## src/rtl/mem_access_ctrl.sv

```systemverilog
`default_nettype none
// ============================================================================
// Module   : mem_access_ctrl
// Brief    : Single-access memory-bus sequencer with ACK wait and timeout.
// Revision : 1.0 - initial release
// ============================================================================
module mem_access_ctrl #(
    parameter int DATA_W  = 32,
    parameter int TIMEOUT = 15,
    parameter int CNT_W   = 4
) (
    input  logic              CLK,
    input  logic              RESET,
    input  logic              REQ,
    input  logic              WR,
    input  logic [DATA_W-1:0] ADDR,
    input  logic [DATA_W-1:0] WDATA,
    output logic              BUSY,
    output logic              DONE,
    output logic              ERR,
    output logic [DATA_W-1:0] RDATA,
    output logic [DATA_W-1:0] MAO,
    output logic [DATA_W-1:0] MDO,
    output logic              MWR,
    output logic              AS,
    input  logic              ACK,
    input  logic [DATA_W-1:0] MDI
);

    localparam logic [1:0] S_IDLE = 2'd0;
    localparam logic [1:0] S_WAIT = 2'd1;
    localparam logic [1:0] S_FIN  = 2'd2;

    localparam logic [CNT_W-1:0] c_CNT_LAST = CNT_W'(TIMEOUT - 1);

    logic [1:0]       r_state;
    logic [CNT_W-1:0] r_cnt;

    // ACK is tested before the timeout so a tie on the last wait cycle completes normally.
    always_ff @(posedge CLK or posedge RESET) begin
        if (RESET) begin
            r_state <= S_IDLE;
            r_cnt   <= '0;
            BUSY    <= 1'b0;
            DONE    <= 1'b0;
            ERR     <= 1'b0;
            AS      <= 1'b0;
            MWR     <= 1'b0;
            MAO     <= '0;
            MDO     <= '0;
            RDATA   <= '0;
        end else begin
            case (r_state)
                S_IDLE: begin
                    if (REQ) begin
                        MAO     <= ADDR;
                        MDO     <= WDATA;
                        MWR     <= WR;
                        AS      <= 1'b1;
                        BUSY    <= 1'b1;
                        r_cnt   <= '0;
                        r_state <= S_WAIT;
                    end
                end
                S_WAIT: begin
                    if (ACK) begin
                        AS      <= 1'b0;
                        DONE    <= 1'b1;
                        r_state <= S_FIN;
                        if (!MWR) begin
                            RDATA <= MDI;
                        end
                    end else if (r_cnt == c_CNT_LAST) begin
                        AS      <= 1'b0;
                        ERR     <= 1'b1;
                        r_state <= S_FIN;
                    end else begin
                        r_cnt <= r_cnt + 1'b1;
                    end
                end
                S_FIN: begin
                    DONE    <= 1'b0;
                    ERR     <= 1'b0;
                    BUSY    <= 1'b0;
                    r_state <= S_IDLE;
                end
                default: begin
                    AS      <= 1'b0;
                    DONE    <= 1'b0;
                    ERR     <= 1'b0;
                    BUSY    <= 1'b0;
                    r_state <= S_IDLE;
                end
            endcase
        end
    end

endmodule
`default_nettype wire

```

## config.mk

```make
export PLATFORM = sky130hd
export DESIGN_NAME = mem_access_ctrl
export DESIGN_NICKNAME = d
export VERILOG_FILES = /design/src/rtl/mem_access_ctrl.sv
export SDC_FILE = /design/constraint.sdc
export NUM_CORES = 1
export LEC_CHECK = 0
export CORE_UTILIZATION = 41
export DETAILED_ROUTE_END_ITERATION = 10
export PLACE_DENSITY = 0.78
export RECOVER_POWER = 50
export SYNTH_ARGS = -nofsm -noshare
export SYNTH_HDL_FRONTEND = slang
export SYNTH_SLANG_ARGS = --single-unit
```

## constraint.sdc

```tcl
create_clock -name CLK -period 4.3 [get_ports CLK]
set_clock_uncertainty 0.05 [all_clocks]
set_input_delay 0.645 -clock CLK [delete_from_list [all_inputs] [get_ports CLK]]
set_output_delay 0.645 -clock CLK [all_outputs]
set_load 0.03 [all_outputs]
```

=== Word level (Yosys, flattened, before mapping) ===
Index checks and enable logic that the tools add are counted.

* Flip-flop bits (word level): 107
* Input bits: 101
* Output and inout port bits: 101
* Word-level logic and storage cells: 52

* Add/subtract/negate cells: 1
* Equal/unequal tests: 9
* Multiplexer cells: 18
* Bitwise gates (word level): 4
* Reductions and logical operators: 10

{| class="wikitable"
|+ Operator list
! operator !! number
|-
| $mux 4 || 3
|-
| $ne 2x2->1 const B || 5
|-
| $reduce_and 3->1 || 3
|-
| $pmux 4 s2 || 1
|-
| $reduce_and 2->1 || 4
|-
| $mux 1 || 6
|-
| $mux 2 || 3
|-
| $pmux 1 s2 || 3
|-
| $add 4x1->4 const B || 1
|-
| $eq 4x4->1 const B || 1
|-
| $not 1->1 || 4
|-
| $pmux 2 s2 || 1
|-
| $reduce_and 4->1 || 1
|-
| $ne 3x3->1 const B || 1
|-
| $pmux 1 s3 || 1
|-
| $eq 2x1->1 const B || 1
|-
| $eq 2x2->1 const B || 1
|-
| $logic_not 2->1 || 1
|-
| $reduce_bool 2->1 || 1
|}

=== Logic depth before layout (Yosys ltp) ===
* Word-level depth: 4
* Gate-level depth with buffers: 5
* Depth with buffers taken out: 5

=== Worst setup path before layout ===
Ideal clock, no wire load.

* Kind: input to register
* Start: input port REQ
* End: register MAO[0]
* Library setup time: 125 ps
* Data arrival time: 1578 ps
* Data required time: 4125 ps
* Setup slack: 2547 ps
* Cell stages on the path: 5
* Buffers on the path: 2
* Path through: nor2b_1 -> and2b_1 -> buf_6 -> buf_6 -> mux2_4

* Longest elaborated chain between the ends: 1

{| class="wikitable"
|+ Ends and longest elaborated chain
! item !! RTL line !! text
|-
| start, declared || 14 || <nowiki>input logic REQ,</nowiki>
|-
| $reduce_and 2->1 (no line) || - ||
|-
| end signal, assigned || 49 || <nowiki>MAO <= '0;</nowiki>
|-
| end signal, assigned || 56 || <nowiki>MAO <= ADDR;</nowiki>
|-
| end, declared || 22 || <nowiki>output logic [DATA_W-1:0] MAO,</nowiki>
|}

Every way passes these cells.
A chain may end at the register's enable or synchronous reset.

==> results.json <==
{
  "finalSetupTns_ns": 0,
  "fp.dieW_um": 104.4,
  "yosys_warnings": 0,
  "cp_data_required_time_ns": 4.79,
  "grt_usage_pct": 18.80,
  "synth_area_um2": 4298,
  "hpwl_mm": 7.111,
  "placed_area_um2": 6414,
  "antenna_found_initial": 0,
  "fin_crit_ns": 2.468,
  "drtIter0Drc": 86,
  "htree_num_levels": 3,
  "via_count": 2851,
  "outcome": "finished, violations left",
  "slew_headroom_pct": -13.82,
  "synthCells": 253,
  "start_util_pct": 42.01,
  "numClockSinks": 107,
  "hold_violations": 0,
  "ys_seq_area_share_pct": 62.30,
  "worst_pin_slew_ns": 1.707,
  "cts_setup_buffers": 0,
  "p_leak_uw": 0.002846,
  "drt_wl_total_mm": 9.792,
  "crit_path_start_kind": "input pin",
  "root_buffer": "clkbuf_8",
  "num_rows": 37,
  "finish.net_count": 561,
  "grt_max_degree": 83,
  "hold_buffers": 0,
  "die_y_um": 104.4,
  "ant_nets": 0,
  "cts_tree": "yes",
  "ios": 202,
  "hp-class": "flop to flop",
  "worstSetupEndpointType": "asynchronous set/reset pin",
  "cts_buffer_depth": 2,
  "drive_above_1_share_pct": 24.84,
  "routabilityCongestion": 0.7409,
  "cts_made_buffers": 9,
  "syn_nets": 356,
  "criticalPathCategory": "input pin to asynchronous set/reset pin",
  "grt_pass1_wl_mm": 15.79,
  "num_antenna_cells": 0,
  "post-route-period-util_pct": 57.40,
  "core_area_um2": 10230,
  "clk_latency_ns": 0.37,
  "syn2layout_area_growth_pct": 53.94,
  "drcViolationCount": 0,
  "grt_overflow": 0,
  "die_area_um2": 10900,
  "postLayoutCoreUtil_pct": 64.67,
  "ys_ff_latch": 107,
  "syn-mean-instance-area_um2": 16.99,
  "critPathArrivalTime_ns": 2.95,
  "crit_path_max_fanout": 82,
  "via_per_inst": 4.760,
  "fmax_ghz": 0.4052,
  "violations": "max-capacitance violations, max-slew violations",
  "dr.pass1.iters": 4,
  "setup_violations": 0,
  "power_density_nw_per_um2": 808.1,
  "ir_drop_v": 0.0004470,
  "design_area_um2": 6616,
  "routedWlPerCell_um": 16.35,
  "cts.repair.resized": 0,
  "power_uw": 5347,
  "maxCapViolations": 1,
  "grt_pass1_vias": 3059,
  "rsz0062_at_grt": "no",
  "slew_viol_final": 83,
  "port_buffers": 201,
  "clk_pin_slew_ns": 0.09,
  "synth.distinct_cells": 26
}
-- sequential cells by signal (all words and copies together) (netlist names) --
name	cells
MAO	32
AS	1
r_cnt	4
r_state	2
RDATA	32
MDO	32
ERR	1
BUSY	1
DONE	1
MWR	1
-- final cells by class --
type                       instances  area (um2)
timing repair buffer             204        2047
fill                             768        3615
clock buffer                      10       127.6
multi-input combinational        130        1491
sequential                       107        2678
inverter                           6       22.52
clock inverter                     6       80.08
tap                              136       170.2
-- worst paths after layout --
check                           startpoint        end  slack [ns]  cells after the start
worst max register to register  r_state[0]    MAO[29]        2.29                      4
worst max-delay path                 RESET     MDO[6]        1.83                      3
worst min-delay path             RDATA[19]  RDATA[19]        0.44                      1
min in group asynchronous            RESET     MAO[3]        1.18                      2
worst min register to register   RDATA[19]  RDATA[19]        0.44                      1
max in group CLK                       REQ    MAO[29]        1.95                      5
-- worst max-delay path, cell delays in order --
cell           delay (ns)
dlygate4sd3_1        0.54
inv_2                1.19
buf_4                0.53
-- per-stage QoR --
stage               cells  worst slack [ns]  hold WS [ns]
finish                599             1.832        0.4382
global route          599             1.465        0.4750
CTS                   599             2.074        0.4499
detailed placement    583             1.715        0.4290
global placement      583             1.782        0.4186
floorplan             253            0.7878        0.4564
-- metal layers --
layer / track usage (%) / vias to the layer above / share of wire (%)
li1: - / 1303 / -
met1: 23.43 / 1423 / 42
met5: 0 / - / 0
met4: 9.796 / 0 / 2.8
met3: 3.697 / 21 / 5.3
met2: 30.98 / 104 / 50
-- placed cells by master (no fill, tap or decap), drive strengths merged, types with 3 or more instances in the layout --
master and count:
clkdlybuf4s50 163, dlygate4sd3 38, inv 6, clkinv 4, dfrtp 107, nor2 7
clkbuf 10, buf 3, mux2 97, o21ai 3
-- cell usage after synthesis (all sizes together) --
cell    number  share of area [%]
nor2b        2               0.29
a211oi       2               0.35
nand2b       1               0.15
nor3b        1               0.17
inv          6               0.52
and3         1               0.15
and2b        1               0.17
mux2        97                 30
xnor2        1               0.20
a21oi        2               0.23
a31oi        2               0.29
o21ai        3               0.35
a21o         1               0.17
buf         10                2.5
ha           2               0.58
nand2        1              0.087
nand3        2               0.23
dfrtp      107                 62
o22ai        2               0.29
o32ai        1               0.20
nor2         7               0.61
nor3         1               0.38
-- power by group --
group	switching, uW	internal [uW]
logic	1500	1410
clock network	334	325
registers	282	1500
-- logic make-up (layout without fill, tap and decap cells) --
family / after synthesis / in the layout / share of synthesized area (%)
mux: 97 / 97 / 29.78
buf+inv: 16 / 226 / 2.998
fa+ha+maj: 2 / 2 / 0.5821
simple gates: 17 / 17 / 2.242
compound gates: 13 / 13 / 1.892
flops: 107 / 107 / 62.30
xor+xnor: 1 / 1 / 0.2038
Power figures use the tool's default switching activity.
